===== src/rtl/mmio_bridge.sv =====
// mmio_bridge: decodes CPU data accesses into DRAM, timer and local I/O registers (LED, digits, switches, buttons).
// Latency: writes land at the next clk edge; read data and cpu_rvalid return exactly 1 cycle after the read strobe.
// Backpressure: none; one access is accepted every cycle and reads may issue back-to-back without stalling.
module mmio_bridge #(
    parameter logic [31:0] PERI_BASE  = 32'hFFFF_F000,
    parameter logic [31:0] ADDR_DIG   = 32'hFFFF_F000,
    parameter logic [31:0] ADDR_TIMER = 32'hFFFF_F020,
    parameter logic [31:0] ADDR_LED   = 32'hFFFF_F060,
    parameter logic [31:0] ADDR_SW    = 32'hFFFF_F070,
    parameter logic [31:0] ADDR_BTN   = 32'hFFFF_F078,
    parameter int          DRAM_AW    = 14
) (
    input  logic               clk,
    input  logic               rst,
    input  logic [31:0]        cpu_addr,
    input  logic               cpu_we,
    input  logic               cpu_re,
    input  logic [31:0]        cpu_wdata,
    output logic [31:0]        cpu_rdata,
    output logic               cpu_rvalid,
    output logic [DRAM_AW-1:0] dram_addr,
    output logic               dram_we,
    output logic [31:0]        dram_wdata,
    input  logic [31:0]        dram_rdata,
    output logic [31:0]        timer_addr,
    output logic               timer_we,
    output logic [31:0]        timer_wdata,
    input  logic [31:0]        timer_rdata,
    input  logic [23:0]        sw_in,
    input  logic [4:0]         btn_in,
    output logic [23:0]        led_out,
    output logic [31:0]        dig_out,
    output logic               bus_err,
    output logic [7:0]         err_cnt
);

    // Target select codes; SEL_UNMAP doubles as "nothing decoded".
    localparam logic [2:0] SEL_UNMAP = 3'd0;
    localparam logic [2:0] SEL_DRAM  = 3'd1;
    localparam logic [2:0] SEL_TIMER = 3'd2;
    localparam logic [2:0] SEL_LED   = 3'd3;
    localparam logic [2:0] SEL_DIG   = 3'd4;
    localparam logic [2:0] SEL_SW    = 3'd5;
    localparam logic [2:0] SEL_BTN   = 3'd6;

    // Registered read response held between the accept cycle and the response cycle.
    typedef struct packed {
        logic        pend;
        logic        is_dram;
        logic [31:0] val;
    } rd_pipe_t;

    logic [29:0] word;
    logic [2:0]  sel;
    logic        wr_acc;
    logic        rd_acc;
    logic        unmapped_hit;
    logic [31:0] peri_val;
    rd_pipe_t    rd_q;
    logic [31:0] rdata_hold;

    // Byte offset is irrelevant to every decision, so only the word address is compared.
    assign word = cpu_addr[31:2];

    // A simultaneous read+write is a write; the read half is dropped.
    assign wr_acc       = cpu_we;
    assign rd_acc       = cpu_re & ~cpu_we;
    assign unmapped_hit = (cpu_we | cpu_re) & (sel == SEL_UNMAP);

    // Address decode: below the I/O base is DRAM, otherwise an exact register match or unmapped.
    always_comb begin
        sel = SEL_UNMAP;
        if (word < PERI_BASE[31:2])
            sel = SEL_DRAM;
        else if (word == ADDR_DIG[31:2])
            sel = SEL_DIG;
        else if (word == ADDR_TIMER[31:2])
            sel = SEL_TIMER;
        else if (word == ADDR_LED[31:2])
            sel = SEL_LED;
        else if (word == ADDR_SW[31:2])
            sel = SEL_SW;
        else if (word == ADDR_BTN[31:2])
            sel = SEL_BTN;
    end

    // Peripheral read value captured in the accept cycle; DRAM and unmapped contribute 0 here.
    always_comb begin
        peri_val = 32'h0;
        case (sel)
            SEL_TIMER: peri_val = timer_rdata;
            SEL_LED:   peri_val = {8'h0, led_out};
            SEL_DIG:   peri_val = dig_out;
            SEL_SW:    peri_val = {8'h0, sw_in};
            SEL_BTN:   peri_val = {27'h0, btn_in};
            default:   peri_val = 32'h0;
        endcase
    end

    // Downstream strobes and pass-through buses; write enables only reach the selected target.
    assign dram_addr   = cpu_addr[DRAM_AW+1:2];
    assign dram_we     = wr_acc & (sel == SEL_DRAM);
    assign dram_wdata  = cpu_wdata;
    assign timer_addr  = cpu_addr;
    assign timer_we    = wr_acc & (sel == SEL_TIMER);
    assign timer_wdata = cpu_wdata;

    // Read pipeline stage: remember whether a read is due and where its data comes from.
    always_ff @(posedge clk) begin
        if (rst) begin
            rd_q <= '0;
        end else begin
            rd_q.pend    <= rd_acc;
            rd_q.is_dram <= rd_acc & (sel == SEL_DRAM);
            rd_q.val     <= rd_acc ? peri_val : 32'h0;
        end
    end

    assign cpu_rvalid = rd_q.pend;

    // DRAM data is only valid in the response cycle, so it is muxed live; otherwise the last response is held.
    assign cpu_rdata = rd_q.pend ? (rd_q.is_dram ? dram_rdata : rd_q.val) : rdata_hold;

    // Keep the last delivered response so cpu_rdata is stable between responses.
    always_ff @(posedge clk) begin
        if (rst)
            rdata_hold <= 32'h0;
        else if (rd_q.pend)
            rdata_hold <= cpu_rdata;
    end

    // LED and digit output registers, loaded by CPU writes.
    always_ff @(posedge clk) begin
        if (rst) begin
            led_out <= 24'h0;
            dig_out <= 32'h0;
        end else if (wr_acc) begin
            if (sel == SEL_LED)
                led_out <= cpu_wdata[23:0];
            if (sel == SEL_DIG)
                dig_out <= cpu_wdata;
        end
    end

    // Sticky error flag and saturating counter for accesses to unmapped I/O addresses.
    always_ff @(posedge clk) begin
        if (rst) begin
            bus_err <= 1'b0;
            err_cnt <= 8'h0;
        end else if (unmapped_hit) begin
            bus_err <= 1'b1;
            if (err_cnt != 8'hFF)
                err_cnt <= err_cnt + 8'd1;
        end
    end

endmodule


===== config.mk =====
export PLATFORM = sky130hd
export DESIGN_NAME = mmio_bridge
export DESIGN_NICKNAME = d
export VERILOG_FILES = /design/src/rtl/mmio_bridge.sv
export SDC_FILE = /design/constraint.sdc
export NUM_CORES = 1
export LEC_CHECK = 0
export BUFFER_PORTS_ARGS = -buffer_cell sky130_fd_sc_hd__buf_2
export CAP_MARGIN = 10
export CELL_PAD_IN_SITES_DETAIL_PLACEMENT = 0
export CELL_PAD_IN_SITES_GLOBAL_PLACEMENT = 1
export CORE_AREA = 4 4 203 126
export CTS_CLUSTER_DIAMETER = 50
export CTS_CLUSTER_SIZE = 8
export DETAILED_ROUTE_END_ITERATION = 6
export DIE_AREA = 0 0 207 130
export HOLD_SLACK_MARGIN = 0.03
export PLACE_DENSITY = 0.82
export SLEW_MARGIN = 20
export SYNTH_ARGS = -nofsm -noshare
export SYNTH_HDL_FRONTEND = slang
export SYNTH_SLANG_ARGS = --single-unit

===== constraint.sdc =====
create_clock -name clk -period 1.8 [get_ports clk]
set_input_delay 0.09 -clock clk [delete_from_list [all_inputs] [get_ports clk]]
set_output_delay 0.09 -clock clk [all_outputs]
set_load 0.005 [all_outputs]

# Word-level counts from Yosys, hierarchy flattened
# Index checks and enable logic that the tools add are counted.
[word_totals]
out_inout_bits = 210
reg_bits = 131
[op_classes]
muxes = 9
bitwise = 8
n_reduce_logical = 5
magnitude_cmp = 1
eq_ne = 12
n_addsub = 1
[ops]
columns = ["op", "n"]
rows = [
  ["one-hot mux 32 bit (5 select lines)", 1],
  ["== test 30 bit (second input constant)", 5],
  ["two-way mux 32 bit", 2],
  ["less-than comparator 30 bit (second input constant)", 1],
  ["two-way mux 3 bit", 6],
  ["== test 3 bit (second input constant)", 3],
  ["adder 8 x 1 -> 8 bit (second input constant)", 1],
  ["!= test 8 bit (second input constant)", 1],
  ["== test 3 x 2 -> 1 bit (second input constant)", 2],
  ["AND reduction 2 bit", 3],
  ["AND 1 bit", 5],
  ["== test 3 x 1 -> 1 bit (second input constant)", 1],
  ["logical NOT 3 bit", 1],
  ["NOT 1 bit", 2],
  ["OR reduction 2 bit", 1],
  ["OR 1 bit", 1],
]

# Logic depth before layout (Yosys ltp)
# Gate-level depths: netlist of the first run.
[logic_depth]
word_depth = 10
mapped_depth = 9
ltp_nobuf = 5

# Least setup slack after synthesis of the first run
# OpenSTA, ideal clock, no wires.
[synth_timing]
path_type = "input -> register"
startpoint = "input port cpu_addr[4]"
endpoint = "register err_cnt[7]"
n_path_buf = 3
setup_slack_ns = -0.013
t_arrival_ns = 1.689
setup_ns = 0.123
path_stages = 8
cell_sequence = "buf_4 or2_4 buf_6 o211ai_1 a2111o_1 buf_6 nor4_1 mux2_1"
[synth_via]
elab_chain_cells = 10
elab_cells_between_ends = 15
[synth_lines]
columns = ["element", "line_no", "rtl"]
rows = [
  ["start: declaration", "15", "input logic [31:0] cpu_addr,"],
  ["== test 30 bit", "83", "else if (word == ADDR_BTN[31:2])"],
  ["two-way mux 3 bit", "83", ""],
  ["two-way mux 3 bit", "81", "else if (word == ADDR_SW[31:2])"],
  ["two-way mux 3 bit", "79", "else if (word == ADDR_LED[31:2])"],
  ["two-way mux 3 bit", "77", "else if (word == ADDR_TIMER[31:2])"],
  ["two-way mux 3 bit", "75", "else if (word == ADDR_DIG[31:2])"],
  ["two-way mux 3 bit (*)", "73", "if (word < PERI_BASE[31:2])"],
  ["logical NOT 3 bit (*)", "68", "assign unmapped_hit = (cpu_we | cpu_re) & (sel == SEL_UNMAP);"],
  ["AND 1 bit (*)", "68", ""],
  ["AND reduction 2 bit (no line) (*)", "n/a", ""],
  ["end signal: assignment", "153", "err_cnt <= err_cnt + 8'd1;"],
  ["end: declaration", "34", "output logic [7:0] err_cnt"],
]
# Mark *: on every way between the ends. The rest lies on a longest branch, timed or not.
# A chain may end at the register's enable or synchronous reset.

# Worst setup path in the final report of the first run
[layout_timing]
startpoint = "input port cpu_addr[9]"
endpoint = "output port timer_we"
[layout_via]
elab_chain_cells = 9
elab_cells_between_ends = 14
[layout_lines]
columns = ["element", "line_no", "rtl"]
rows = [
  ["== test 30 bit", "83", ""],
  ["two-way mux 3 bit", "83", ""],
  ["two-way mux 3 bit", "81", ""],
  ["two-way mux 3 bit", "79", ""],
  ["two-way mux 3 bit", "77", ""],
  ["two-way mux 3 bit", "75", ""],
  ["two-way mux 3 bit (*)", "73", ""],
  ["== test 3 x 2 -> 1 bit (*)", "105", "assign timer_we = wr_acc & (sel == SEL_TIMER);"],
  ["AND 1 bit (*)", "105", ""],
  ["end: declaration", "26", "output logic timer_we,"],
]
# Marked as above.

==> flow_metrics.env, run 1 <==
export IMPL_grt_ovfl_total=0
export IMPL_slowest_delay_ns=0.35
export IMPL_fillers=2454
export IMPL_cts_tree="done"
export IMPL_grt_max_degree=69
export IMPL_syn_area_um2=6550
export IMPL_p_clk_share_pct=47.6
export IMPL_grt_total_usage_pct=18.6
export IMPL_io_buffers=366
export IMPL_slew_headroom_pct=70.7
export IMPL_finalMaxSlewViolations=0
export IMPL_ys_seq_area_share_pct=40.0
export IMPL_place_inst=1357
export IMPL_synth_distinct_cells=44
export IMPL_clockRootBuffer="clkbuf_16"
export IMPL_yosys_register_bits=131
export IMPL_synth_edf_count=0
export IMPL_ys_warnings_count=0
export IMPL_h_tree_depth=4
export IMPL_start_util_pct=27.6
export IMPL_wirelength_um=26500
export IMPL_die_width_um=207
export IMPL_post_drt_wl_per_cell_um=18.2
export IMPL_dieArea_um2=26900
export IMPL_hp_class="primary input to register"
export IMPL_period_share_pct=96.4
export IMPL_nets=1283
export IMPL_crit_fanout=6
export IMPL_synthTopCellsByArea="dfxtp_1, buf_4, a21oi_1"
export IMPL_worst_path_buf_inv=4
export IMPL_drtPass1Iterations=5
export IMPL_cts_clk_slew_worst_paths_ns=0.05
export IMPL_endpoint_kind="output pin"
export IMPL_drive_gt1_share_pct=43.7
export IMPL_p_switching_uw=1650
export IMPL_clock_latency_ns=0.42
export IMPL_yosysTopAreaCell="dfxtp_1"
export IMPL_place_gp_congestion=0.908
export IMPL_cts_buffers_inserted=17
export IMPL_cp_top_family="simple AND/OR/NAND/NOR gates"
export IMPL_cts_sinks=131
export IMPL_worstMarginPinSlew_ns=0.440
export IMPL_clk_path_buf_depth=2
export IMPL_dp_hpwl_um=20300
export IMPL_pwr_share_seq_pct=40.3
export IMPL_synth_main_ff_cell="dfxtp_1"
export IMPL_power_density_nw_per_um2=759
export IMPL_hold_viol_final=0
export IMPL_drc=0
export IMPL_sw_frac_of_total_pct=22.5
export IMPL_viasPerCell=4.58
export IMPL_design_area_um2=9640
export IMPL_internal_power_uw=5670
export IMPL_antenna_found_initial=3
export IMPL_total_power_uw=7320
export IMPL_top_level_ports=371
export IMPL_die_height_um=130
export IMPL_dpl_instance_area_um2=8380
export IMPL_core_area_um2=23800
export IMPL_drt_iter0_markers=550
export IMPL_layout_min_cycle_time_ns=1.73
export IMPL_path_class="primary input to output pin"
export IMPL_rows=44
export IMPL_fin_skew_ns=0.0101
export IMPL_synthesis_instances=771
export IMPL_antenna_left=0
export IMPL_synth_nets=933
export IMPL_cp_data_required_time_ns=1.71
export IMPL_crit_chain="buf_2 -> nor4b_2 -> buf_4 -> nand4_1 -> nor4_4 -> buf_4 -> and2_1 -> buf_2"
export IMPL_p_leak_uw=0.00429
export IMPL_ir_drop_mv=0.571
export IMPL_grt_first_pass_wirelength_um=38400
export IMPL_outcome="finished, final reports clean"
export IMPL_max_cap_violations=0
export IMPL_cts_setup_buffers=0
export IMPL_arrival_ns=1.64
export IMPL_setup_violations=0
export IMPL_synth_top_area_share_pct=40.0
export IMPL_fmax_ghz=0.576
export IMPL_cp_slowest_cell="nor4_4"
export IMPL_async_flop_share_pct=0
export IMPL_vias=6662
export IMPL_grt_pass1_vias=6444
export IMPL_postSynthAreaPerCell_um2=8.50
export IMPL_cp_start_kind="primary input"
export IMPL_rsz0062_at_grt="no"
export IMPL_fin_cells=1453
export IMPL_p_comb_share_pct=12.1
export IMPL_syn2layout_area_growth_pct=47.1
## placed cells by master (no fill, tap or decap), types with 2 or more instances in the layout
cell type and n:
a22oi_1 18, nor2_1 72, nor4_4 4, and4_1 8, clkinv_2 3, buf_2 366
clkbuf_16 17, nand4_1 5, and2_1 36, nor4_1 2, buf_12 13, mux2_1 4
nor4_2 2, clkbuf_1 2, bufinv_16 3, nor3_2 2, dlygate4sd3_1 67, nor2b_1 6
buf_4 44, a21oi_1 93, dfxtp_2 2, a222oi_1 19, mux2i_1 32, clkbuf_8 3
nand2_1 122, dfxtp_1 129, inv_1 3, mux2_2 26, nor3_1 4, nand3_1 3
## area by class of cell
type | count | area (µm²) | area share, %
Timing Repair Buffer | 490 | 3090 | 32.1
Clock inverter | 6 | 105 | 1.09
Inverter | 3 | 11.3 | 0.117
Tap cell | 322 | 403 | 4.18
Antenna cell | 1 | 2.50 | 0.0260
Sequential cell | 131 | 2630 | 27.2
Clock buffer | 22 | 474 | 4.92
Multi-Input combinational cell | 478 | 2930 | 30.3
## power by group through the flow
stage | registers [µW] | clock network, µW | logic [µW]
2_1_floorplan | 3010 | 0 | 432
3_3_place_gp | 3010 | 0 | 763
3_5_place_dp | 3010 | 0 | 766
4_1_cts | 2950 | 3580 | 884
5_1_grt | 2950 | 3700 | 963
6_report | 2950 | 3480 | 887
## per-layer routing
layer | vias to the layer above | track usage, % | wire length (µm)
li1 | 3233 | - | -
met1 | 3101 | 27.0 | 13000
met2 | 301 | 26.3 | 11000
met3 | 27 | 5.67 | 1980
met4 | 0 | 5.48 | 481
met5 | - | 0 | 0
## registers in the layout (all words and copies together), names as in the netlist
name / count
bus_err: 1
cpu_rvalid: 1
dig_out: 32
err_cnt: 8
led_out: 24
rd_q: 33
rdata_hold: 32
## synthesized netlist by cell type, types with 2 or more instances
library cell	count
a21oi_1	93
a222oi_1	19
a22oi_1	18
and2_1	36
and4_1	8
buf_1	8
buf_2	16
buf_4	111
buf_6	2
clkbuf_1	22
dfxtp_1	131
inv_1	3
mux2_1	4
mux2_2	26
mux2i_1	33
nand2_1	122
nand3_1	3
nand4_1	5
nor2_1	72
nor2b_1	6
nor3_1	4
nor3_2	2
nor4_1	3
nor4_2	4
## cell families (layout without fill, tap and decap cells)
logic type | after synthesis | in the layout | synth area share, %
compound gates | 136 | 136 | 12.9
fa+ha+maj | 1 | 1 | 0.191
buf+inv | 162 | 521 | 16.2
flops | 131 | 131 | 40.0
mux | 63 | 63 | 10.2
other cells | 0 | 1 | 0
simple gates | 278 | 278 | 20.5
## worst register-to-register path, stage by stage (launching register included)
cell,delay (ns)
dfxtp_1,0.39
and4_1,0.25
nand2_1,0.08
or4b_2,0.61
o221a_2,0.26
## final timing paths
check	start	to	slack [ns]	depth (start not counted)
worst max-delay path	cpu_addr[9]	timer_we	0.07	8
worst min-delay path	sw_in[14]	rd_q[14]$_SDFF_PP0_	0.08	4
worst max register to register	err_cnt[4]$_SDFFE_PP0P_	err_cnt[6]$_SDFFE_PP0P_	0.11	4
worst min register to register	led_out[11]$_SDFFE_PP0P_	led_out[11]$_SDFFE_PP0P_	0.47	2
## through the flow
| step | setup slack (ns) | hold slack, ns | utilization (%) | TNS (ns) |
|---|---|---|---|---|
| floorplan | -0.00121 | 0.230 | - | -0.00242 |
| detailed placement | -0.190 | 0.180 | 35.2 | -9.14 |
| finish | 0.0651 | 0.0800 | 40.5 | 0 |
| global route | 0.000747 | 0.0875 | 40.5 | 0 |
| CTS | 0.0697 | 0.0571 | 40.5 | 0 |
| global placement | -0.183 | 0.180 | 35.2 | -8.77 |
## repair_timing
| item | 4_1_cts | 5_1_grt |
|---|---|---|
| hold endpoints to repair | 87 | 0 |
| gates resized for setup | 1 | 1 |
| pin swaps | 0 | 0 |
| endpoints found under the setup margin | 1 | 1 |
| hold buffers | 67 | 0 |
Note: power is estimated with default switching activity, not from simulation.
==> inputs of run 2 (changes only) <==
- PLACE_DENSITY: 0.82 -> unset
- PLACE_DENSITY_LB_ADDON: unset -> 0.1
- TNS_END_PERCENT: unset -> 50
==> run 2 against run 1 <==
First-iteration DRC count decreased by 37%. Total power grew 4.2%. Combinational power is 1% lower. Worst hold slack got worse by 0.013 ns. Largest cell class unchanged.
==> flow_metrics.env, run 2 (synthesis results as in run 1) <==
export IMPL_dp_hpwl_um=19100
export IMPL_p_leak_uw=0.00430
export IMPL_largest_reg_flops=33
export IMPL_hold_viol_final=0
export IMPL_nets=1282
export IMPL_top_level_ports=371
export IMPL_fmax_ghz=0.593
export IMPL_clockRootBuffer="clkbuf_16"
export IMPL_crit_fanout=7
export IMPL_syn2layout_area_growth_pct=48.0
export IMPL_vias=6438
export IMPL_max_cap_violations=0
export IMPL_h_tree_depth=4
export IMPL_slew_headroom_pct=69.2
export IMPL_grt_max_degree=61
export IMPL_drt_iter0_markers=348
export IMPL_grt_ovfl_total=0
export IMPL_setup_violations=0
export IMPL_start_util_pct=27.6
export IMPL_final_cell_mix="buf_2, dfxtp_1, nand2_1, a21oi_1, nor2_1"
export IMPL_place_gp_congestion=0.756
export IMPL_whs_ns=0.0669
export IMPL_arrival_ns=1.99
export IMPL_post_drt_wl_per_cell_um=17.9
export IMPL_hp_class="primary input to register"
export IMPL_cts_clk_slew_worst_paths_ns=0.06
export IMPL_cp_start_kind="primary input"
export IMPL_drc=0
export IMPL_layout_commonest_cell="buf_2"
export IMPL_die_height_um=130
export IMPL_io_buffers=366
export IMPL_rows=44
export IMPL_largestRegisters="rd_q (33), dig_out (32), rdata_hold (32)"
export IMPL_grt_first_pass_wirelength_um=38900
export IMPL_finalSetupTns_ns=0
export IMPL_ir_drop_mv=0.530
export IMPL_fin_skew_ns=0.00884
export IMPL_power_density_nw_per_um2=786
export IMPL_layout_min_cycle_time_ns=1.69
export IMPL_drive_gt1_share_pct=43.4
export IMPL_top_register="rd_q"
export IMPL_clock_latency_ns=0.42
export IMPL_outcome="finished, final reports clean"
export IMPL_cts_sinks=131
export IMPL_finalMaxSlewViolations=0
export IMPL_endpoint_kind="register"
export IMPL_cp_data_required_time_ns=2.11
export IMPL_viasPerCell=4.42
export IMPL_die_width_um=207
export IMPL_core_area_um2=23800
export IMPL_diodes=0
export IMPL_antenna_left=0
export IMPL_fillers=2503
export IMPL_grt_total_usage_pct=18.6
export IMPL_path_class="primary input to register"
export IMPL_cts_tree="done"
export IMPL_drtPass1Iterations=5
export IMPL_wirelength_um=26100
export IMPL_grt_pass1_vias=6436
export IMPL_rsz0062_at_grt="no"
export IMPL_antenna_found_initial=5
export IMPL_cts_buffers_inserted=17
export IMPL_clk_path_buf_depth=2
export IMPL_dieArea_um2=26900
export IMPL_worstMarginPinSlew_ns=0.461
export IMPL_period_share_pct=93.8
## run 2: changes by cell type in the layout (fill, tap and decap cells not counted), moves of 2 or more
cell           delta
dlygate4sd3_1     +3
clkinv_2          -3
clkinv_4          +2
buf_4             -4
clkbuf_1          +2
## run 2: metrics by stage
stage	instances	total power, µW	cell area (µm²)	utilization [%]	setup WS (ns)
2_1_floorplan	771	3440	6560	-	-0.00121
3_3_place_gp	1352	3780	8340	35.1	-0.167
3_5_place_dp	1352	3770	8340	35.1	-0.196
4_1_cts	1455	7740	9690	40.7	0.0282
5_1_grt	1455	7960	9700	40.8	0.0207
6_report	1455	7620	9700	40.8	0.112
## run 2: layout make-up
cell class / count / area [µm²] / share of cell area, %
tap: 322 / 403 / 4.15
timing repair buffer: 489 / 3090 / 31.9
inverter: 3 / 11.3 / 0.116
clock inverter: 7 / 145 / 1.50
multi-input combinational: 478 / 2920 / 30.1
clock buffer: 25 / 495 / 5.11
sequential: 131 / 2630 / 27.1
## run 2: path summary, 6_finish.rpt
kind / startpoint / endpoint / slack, ns / depth (start not counted)
max: cpu_re / err_cnt[3]$_SDFFE_PP0P_ / 0.11 / 6
min: sw_in[5] / rd_q[5]$_SDFF_PP0_ / 0.07 / 4
max reg2reg: err_cnt[5]$_SDFFE_PP0P_ / err_cnt[6]$_SDFFE_PP0P_ / 0.14 / 4
min reg2reg: dig_out[30]$_SDFFE_PP0P_ / dig_out[30]$_SDFFE_PP0P_ / 0.46 / 2
## run 2: what timing repair did
item,CTS,global route
setup buffers,1,0
endpoints found under the setup margin,1,18
pin swaps,1,0
endpoints found under the hold margin,89,0
hold buffers,70,0
gates resized for setup,0,2
## run 2: routing by layer
| metal | track usage [%] | part of all wire, % |
|---|---|---|
| met1 | 26.0 | 49 |
| met2 | 28.9 | 45 |
| met3 | 5.86 | 5.9 |
| met4 | 2.87 | 0.46 |
| met5 | 0 | 0.16 |
## run 2: worst max-delay path: stages
cell and delay, ns:
dlygate4sd3_1 0.53, buf_2 0.11, nor2_1 0.04, a2111o_1 0.53
nor4_1 0.34, mux2_1 0.34
## run 2: report_power, final
part,total [µW],switching [µW],leakage (µW),internal [µW]
logic,874,396,0.00294,478
clock network,3800,1320,0.000308,2480
registers,2950,13.5,0.00106,2940
total,7620,1730,0.00430,5890
